<file path="src/rtl/result_capture_pkg.sv">
// Shared constants and helpers for the result_capture block.
//   DATA_W : width of the CPU RESULT bus
//   cnt_w  : width needed for an occupancy count of 0..depth inclusive
package result_capture_pkg;

  localparam int DATA_W = 8;

  function automatic int cnt_w(input int depth);
    return $clog2(depth + 1);
  endfunction

endpackage

</file>
<file path="src/rtl/result_fifo.sv">
// Synchronous FIFO with a separate occupancy counter to tell full from empty.
// Ports: clk_i/rst_i (sync, active-high), push_i/pop_i requests, dat_i write data,
//   dat_o head data (0 after reset), full_o/empty_o flags, count_o occupancy.
// A push while full is ignored unless a pop happens in the same cycle; a pop while empty is ignored.
module result_fifo #(
  parameter int DATA_W = 8,
  parameter int DEPTH  = 4
) (
  input  logic                                          clk_i,
  input  logic                                          rst_i,
  input  logic                                          push_i,
  input  logic                                          pop_i,
  input  logic [DATA_W-1:0]                             dat_i,
  output logic [DATA_W-1:0]                             dat_o,
  output logic                                          full_o,
  output logic                                          empty_o,
  output logic [result_capture_pkg::cnt_w(DEPTH)-1:0]   count_o
);

  localparam int PTR_W = $clog2(DEPTH);
  localparam int CNT_W = result_capture_pkg::cnt_w(DEPTH);

  logic [DATA_W-1:0] mem_q [DEPTH];
  logic [PTR_W-1:0]  wr_q, wr_d;
  logic [PTR_W-1:0]  rd_q, rd_d;
  logic [CNT_W-1:0]  cnt_q, cnt_d;
  logic              do_push, do_pop;

  assign full_o  = (cnt_q == CNT_W'(DEPTH));
  assign empty_o = (cnt_q == '0);
  assign count_o = cnt_q;
  assign dat_o   = mem_q[rd_q];

  // Full with a simultaneous pop frees the slot being read, so the push fits.
  assign do_pop  = pop_i & ~empty_o;
  assign do_push = push_i & (~full_o | do_pop);

  always_comb begin
    wr_d  = wr_q;
    rd_d  = rd_q;
    cnt_d = cnt_q;
    if (do_push) wr_d = wr_q + 1'b1;
    if (do_pop)  rd_d = rd_q + 1'b1;
    case ({do_push, do_pop})
      2'b10:   cnt_d = cnt_q + 1'b1;
      2'b01:   cnt_d = cnt_q - 1'b1;
      default: cnt_d = cnt_q;
    endcase
  end

  always_ff @(posedge clk_i) begin
    if (rst_i) begin
      wr_q  <= '0;
      rd_q  <= '0;
      cnt_q <= '0;
      // Storage is cleared so the head reads 0 straight after reset.
      for (int i = 0; i < DEPTH; i++) mem_q[i] <= '0;
    end else begin
      wr_q  <= wr_d;
      rd_q  <= rd_d;
      cnt_q <= cnt_d;
      if (do_push) mem_q[wr_q] <= dat_i;
    end
  end

endmodule

</file>
<file path="src/rtl/result_capture.sv">
// Captures changes on the CPU RESULT bus into a small FIFO and streams them out (valid/ready).
// Ports: CLK, RST (sync, active-high), CE sample enable, IN result bus, OUT/OUT_VALID/OUT_READY
//   output stream, COUNT occupancy, OVF sticky drop flag with OVF_CLR, OUT_TS head timestamp.
// Optional macro RESULT_TIMESTAMP_EN: stores a free-running cycle stamp with each entry;
//   without it OUT_TS is tied to 0.
module result_capture
  import result_capture_pkg::*;
#(
  parameter int DEPTH = 4,
  parameter int TS_W  = 8
) (
  input  logic                      CLK,
  input  logic                      RST,
  input  logic                      CE,
  input  logic [DATA_W-1:0]         IN,
  output logic [DATA_W-1:0]         OUT,
  output logic                      OUT_VALID,
  input  logic                      OUT_READY,
  output logic [cnt_w(DEPTH)-1:0]   COUNT,
  output logic                      OVF,
  input  logic                      OVF_CLR,
  output logic [TS_W-1:0]           OUT_TS
);

`ifdef RESULT_TIMESTAMP_EN
  localparam int FIFO_W = DATA_W + TS_W;
`else
  localparam int FIFO_W = DATA_W;
`endif

  logic [DATA_W-1:0] last_q, last_d;
  logic              primed_q, primed_d;
  logic              ovf_q, ovf_d;
  logic              push_req, pop, drop;
  logic              fifo_full, fifo_empty;
  logic [FIFO_W-1:0] fifo_wdat, fifo_rdat;

  // The first enabled sample after reset always counts as a change.
  assign push_req  = CE & (~primed_q | (IN != last_q));
  assign pop       = OUT_VALID & OUT_READY;
  assign drop      = push_req & fifo_full & ~pop;
  assign OUT_VALID = ~fifo_empty;
  assign OVF       = ovf_q;

  always_comb begin
    last_d   = last_q;
    primed_d = primed_q;
    ovf_d    = ovf_q;
    // last follows every enabled sample, including dropped ones, so drops are never retried.
    if (CE) begin
      last_d   = IN;
      primed_d = 1'b1;
    end
    if (drop)         ovf_d = 1'b1;
    else if (OVF_CLR) ovf_d = 1'b0;
  end

  always_ff @(posedge CLK) begin
    if (RST) begin
      last_q   <= '0;
      primed_q <= 1'b0;
      ovf_q    <= 1'b0;
    end else begin
      last_q   <= last_d;
      primed_q <= primed_d;
      ovf_q    <= ovf_d;
    end
  end

`ifdef RESULT_TIMESTAMP_EN
  logic [TS_W-1:0] ts_q, ts_d;

  assign ts_d = ts_q + 1'b1;

  always_ff @(posedge CLK) begin
    if (RST) ts_q <= '0;
    else     ts_q <= ts_d;
  end

  assign fifo_wdat = {ts_q, IN};
  assign OUT       = fifo_rdat[DATA_W-1:0];
  assign OUT_TS    = fifo_rdat[FIFO_W-1:DATA_W];
`else
  assign fifo_wdat = IN;
  assign OUT       = fifo_rdat;
  assign OUT_TS    = '0;
`endif

  result_fifo #(
    .DATA_W (FIFO_W),
    .DEPTH  (DEPTH)
  ) u_fifo (
    .clk_i   (CLK),
    .rst_i   (RST),
    .push_i  (push_req),
    .pop_i   (pop),
    .dat_i   (fifo_wdat),
    .dat_o   (fifo_rdat),
    .full_o  (fifo_full),
    .empty_o (fifo_empty),
    .count_o (COUNT)
  );

endmodule

</file>
<file path="config.mk">
export PLATFORM = sky130hd
export DESIGN_NAME = result_capture
export DESIGN_NICKNAME = d
export VERILOG_FILES = /design/src/rtl/result_capture_pkg.sv /design/src/rtl/result_fifo.sv /design/src/rtl/result_capture.sv
export SDC_FILE = /design/constraint.sdc
export NUM_CORES = 1
export LEC_CHECK = 0
export CORE_MARGIN = 4
export CORE_UTILIZATION = 48
export DETAILED_ROUTE_END_ITERATION = 8
export PLACE_DENSITY = 0.86
export REMOVE_ABC_BUFFERS = 1
export SLEW_MARGIN = 10
export SYNTH_ARGS = -nofsm -noshare
export SYNTH_HDL_FRONTEND = slang
export SYNTH_SLANG_ARGS = --single-unit
</file>
<file path="constraint.sdc">
create_clock -name CLK -period 2.7 [get_ports CLK]
set_input_delay 0.54 -clock CLK [delete_from_list [all_inputs] [get_ports CLK]]
set_output_delay 0.54 -clock CLK [all_outputs]
set_load 0.01 [all_outputs]
</file>
; ---- Word level (Yosys, flattened, before mapping)
; Memory sizes are Yosys's and may differ from the RTL's. A register that Yosys moved wholly into a read port is not among the register bits.
; Index checks and enable logic that the tools add are counted.
[totals]
reg_bits = 17
mem_bits_rw = 32
n_memories = 1
[classes]
add_sub_neg = 4
n_eq_ne = 4
n_mux = 13
n_bitwise = 12
n_reduce_logical = 4
[mem_list]
columns = memory, depth, width, rd, rd_clocked_by_memory_dff, wr, line_no
row1 = u_fifo.mem_q, 4, 8, 1, 1, 4, result_fifo.sv:23  ; logic [DATA_W-1:0] mem_q [DEPTH];
[ops]
columns = cell, n
row1 = $mux 1, 8
row2 = $mux 8, 1
row3 = $ne 8x8->1, 1
row4 = $reduce_or 8->1, 1
row5 = $and 1x1->1, 6
row6 = $mux 2, 3
row7 = $pmux 3 s2, 1
row8 = $add 2x1->2 const B, 2
row9 = $not 1->1, 4
row10 = $reduce_bool 2->1, 2
row11 = $add 3x1->3 const B, 1
row12 = $eq 3x3->1 const B, 1
row13 = $logic_not 3->1, 1
row14 = $sub 3x1->3 const B, 1
row15 = $eq 2x1->1 const B, 1
row16 = $eq 2x2->1 const B, 1
row17 = $or 1x1->1, 2

; ---- Longest topological paths before layout
[logic_depth]
depth_word = 11
ltp_mapped = 11
mapped_depth_nobuf = 10

; ---- Hierarchy
; A second synthesis with hierarchy kept.
[unflattened]
hier_cells = 188
area_unflattened_um2 = 2399.8
[modules_own_cells]
columns = mod, instances, cells_per_inst, area_per_inst_um2, seq_area_each_um2
row1 = result_fifo, 1, 131, 1876.8, 1141.1
row2 = result_capture, 1, 57, 523.0, 200.2

; ---- Least setup slack after synthesis
; No wires, ideal clock.
[synth_path]
path_kind = input to register
startpoint = in OUT_READY
endpoint = reg u_fifo.cnt_q[2], in the netlist u_fifo.count_o[2]
setup_ns = 0.071
arrival_time_ns = 2.633
setup_slack_ns = -0.003
stages = 11
path_buffers = 1
path_cell_list = or4b_4 and2_0 o31a_1 buf_6 clkinv_4 ha_1 inv_1 fa_1 xor2_1 or3_1 a21oi_1
[synth_between]
elab_chain_len = 6
elab_cells_between_ends = 8
cone_classes = eq/ne: 2 / mux: 1 / bitwise: 4 / reduce/logical: 1
[synth_rtl]
columns = element, line_no
row1 = start: declaration, result_capture.sv:18  ; input logic OUT_READY,
row2 = $and 1x1->1 (*), result_capture.sv:40  ; assign pop = OUT_VALID & OUT_READY;
row3 = $and 1x1->1 (*), result_fifo.sv:35  ; assign do_pop = pop_i & ~empty_o;
row4 = $or 1x1->1, result_fifo.sv:36  ; assign do_push = push_i & (~full_o | do_pop);
row5 = $and 1x1->1, result_fifo.sv:36
row6 = $eq 2x1->1 / $eq 2x2->1 (equally long branches), result_fifo.sv:44  ; case ({do_push, do_pop})
row7 = $pmux 3 s2 / $reduce_bool 2->1 (equally long branches), n/a
row8 = end signal: assignment, result_fifo.sv:61  ; cnt_q <= cnt_d;
row9 = end: declaration, result_fifo.sv:26  ; logic [CNT_W-1:0] cnt_q, cnt_d;
; Every way passes the cells marked *; elsewhere a longest branch is shown, timed or not.
; A chain may end at the register's enable or synchronous reset.

; ---- Worst setup path in the final report
[layout_path]
startpoint = reg u_fifo.cnt_q[0], in the netlist u_fifo.count_o[0]
endpoint = reg u_fifo.cnt_q[2], in the netlist u_fifo.count_o[2]
[layout_between]
elab_chain_len = 8
elab_cells_between_ends = 14
cone_classes = add/sub: 2 / eq/ne: 3 / mux: 1 / bitwise: 6 / reduce/logical: 2
[layout_rtl]
columns = element, line_no
row1 = $logic_not 3->1, result_fifo.sv:30  ; assign empty_o = (cnt_q == '0);
row2 = $not 1->1, "result_fifo.sv:35, result_capture.sv:42"
row3 = $and 1x1->1, result_capture.sv:40
row4 = $and 1x1->1, result_fifo.sv:35
row5 = $or 1x1->1, result_fifo.sv:36
row6 = $and 1x1->1, result_fifo.sv:36
row7 = $eq 2x1->1 / $eq 2x2->1 (equally long branches), result_fifo.sv:44
row8 = $pmux 3 s2 / $reduce_bool 2->1 (equally long branches), n/a
; Several ways; a longest one is shown, not always the timed one.

==> out/qor.txt <==
status = complete, no violations
crit path DAT = 2.83 ns
Die ar. = 6110 um2
post-synthesis cell type count = 34
placed cell count = 287
drt drc = 0
CP max stage cell = or4b_4
Max Cap Viol = 0
clock tree buffer depth = 2
CTS Hold Buffers Added = 0
clock slew at the register clock pins of the worst setup and hold paths = 0.09 ns
met3 usage = 2.52%
Fmax = 386 MHz
# IOs = 34
Synth Register Bits = 51
worst path required time = 2.94 ns
commonest cells after routing, fill and taps aside = edfxtp_1, buf_4, dfxtp_1, nor2_1, and2_1
Final Worst Setup Slack = 0.110 ns
Setup CP Type = flop to flop
share of cells above drive strength 1 = 20.9%
DP HPWL = 3110 um
commonest non-fill, non-tap cell in the layout = edfxtp_1
Vias = 1488
post-DR vias/cell = 5.01
top-area cell type share of the netlist area = 40.7%
Nets = 244
H-tree level count = 2
I/O Buffers = 25
Setup Skew = 0.00727 ns
Place WS = -0.394 ns
gr ovfl total = 0
Antenna Cells = 0
post-route insts no fill = 297
post-route ant nets = 0
mapped cell area = 2360 um2
Max VDD drop = 0.350 mV
GR Layer Usage met1 = 20.1%
Post-Layout Inst Area = 2930 um2
Worst-Margin Slew = 0.810 ns
Slew HR = 45.7%
Die Span X = 78.1 um
detailed router's first-iteration violation count = 139
period utilization = 95.9%
Cells after Synth = 185
Final GP Congestion = 0.760
pwr/cell area = 720 nW/um2
crit path launch type = flop
Die H = 78.1 um
mux cell area share after synthesis = 11.0%
fin util = 61.6%
drt pass-1 iters = 4
CP Capture Type = flop
simple-gate area share of the yosys netlist = 17.2%
Root Driver = clkbuf_8
CP max FO = 5
Row Count = 25
initial antenna violation count = 0
Area Growth Syn to Fin = 24.0%
Setup TNS = 0 ns
Post-Synth Adder-Cell Area = 1.38%
post-synthesis compound-gate area fraction = 2.91%
Final min period = 2.59 ns
Tot GR Track Use = 15.9%
crit-path cells = or4b_4, and2_4, o31a_1, clkinv_4, ha_2, inv_1, fa_2, xor2_2, or3_4, a21oi_2
Synth area leader = edfxtp_1
Leakage = 1.23 nW
clk sinks = 51
Worst path max stage delay = 0.54 ns
CTS buffer count = 5
first-pass GRT wire length = 7370 um
final max-slew violation count = 0
CORE AREA = 4750 um2
count of final setup violators = 0
Syn Area/Cell = 12.8 um2
Avg WL per Cell = 15.0 um
Tot Pwr = 2.11 mW
CTS tree = done
worst-skew pair later-pin latency = 0.30 ns
Final Hold Viols = 0
largest net degree at the start of global routing = 22
sequential cell area fraction in the yosys report = 56.8%
Hold Path Class = flop to flop
DP Area = 2760 um2
vias in the first global route = 1468
synth warn = 0
FILL cells = 390
busiest grt layer = met2
met2 Use GR = 26.3%
Initial Util = 49.7%
drt total wl = 4450 um
xor/xnor share of the synthesized area = 4.82%
largest family of logic cells by synthesized area = simple AND/OR/NAND/NOR gates
ranking of synthesized cells by area = edfxtp_1, dfxtp_1, mux4_2
hold slack = 0.479 ns
critical path, delay by kind of cell (launching register included):
family / cells / cell delay, ns
AO/OA/AOI/OAI: 2 / 0.28
XOR/XNOR: 1 / 0.16
adder cells (fa/ha/maj): 2 / 0.53
buffers and inverters: 2 / 0.11
flip-flops: 1 / 0.37
AND/OR/NAND/NOR: 3 / 1.09
power breakdown:
| group | internal [mW] | total [mW] | switching [mW] |
|---|---|---|---|
| clock | 0.233 | 0.475 | 0.242 |
| sequential | 0.926 | 0.989 | 0.0634 |
| combinational | 0.363 | 0.642 | 0.279 |
| total | 1.52 | 2.11 | 0.584 |
cells in the mapped netlist, drive strengths merged:
master  number
nor4b        1
clkbuf       4
a21oi        2
mux4         8
edfxtp      32
buf         13
o31ai        4
nand2        7
xor2         3
nor3b        1
o21ai        4
fa           1
nor2        19
and2        18
mux2i        8
o31a         1
ha           1
clkinv       1
inv          4
conb         1
xnor2       10
nand4        1
nand3        1
nand2b       1
dfxtp       19
or4b         1
and3        16
nor4         1
or3          2
per-layer routing:
metal,vias up,wire [um]
met5,-,0
met4,0,59
met3,6,206
met2,40,2310
met1,716,1870
li1,726,-
cells by family after synthesis:
group,count (synthesis)
other,1
multiplexers,16
AO/OA/AOI/OAI,11
adder cells (fa/ha/maj),2
AND/OR/NAND/NOR,69
buffers and inverters,22
flip-flops,51
XOR/XNOR,13
sequential cells by signal (all words and copies together) (netlist names), named ones only:
register and flops:
u_fifo.count_o 3, u_fifo.mem_q 32, u_fifo.wr_q 2, last_q 8
primed_q 1, u_fifo.rd_q 2, OVF 1
worst paths after layout:
kind | to | start | cells past startpoint | slack (ns)
min reg2reg | primed_q$_SDFFE_PP0P_ | primed_q$_SDFFE_PP0P_ | 2 | 0.48
max reg2reg | u_fifo.count_o[2]$_SDFFE_PP0P_ | u_fifo.count_o[0]$_SDFFE_PP0P_ | 10 | 0.11
min | primed_q$_SDFFE_PP0P_ | primed_q$_SDFFE_PP0P_ | 2 | 0.48
max | u_fifo.count_o[2]$_SDFFE_PP0P_ | u_fifo.count_o[0]$_SDFFE_PP0P_ | 10 | 0.11
repair_timing:
item,CTS,global route
hold endpoints to repair,0,0
gates resized for setup,1,14
buffers inserted,1,1
pin swaps,1,6
endpoints found under the setup margin,1,1
final cells by class:
type	instances	area, um2	area share, %
Clock inverter	1	7.51	0.257
Clock buffer	7	96.3	3.29
Sequential cell	51	1340	45.8
Multi-Input combinational cell	119	936	32.0
Inverter	5	23.8	0.812
Timing Repair Buffer	47	438	15.0
Tap cell	67	83.8	2.86
No activity file was read; power rests on OpenSTA's default activity.
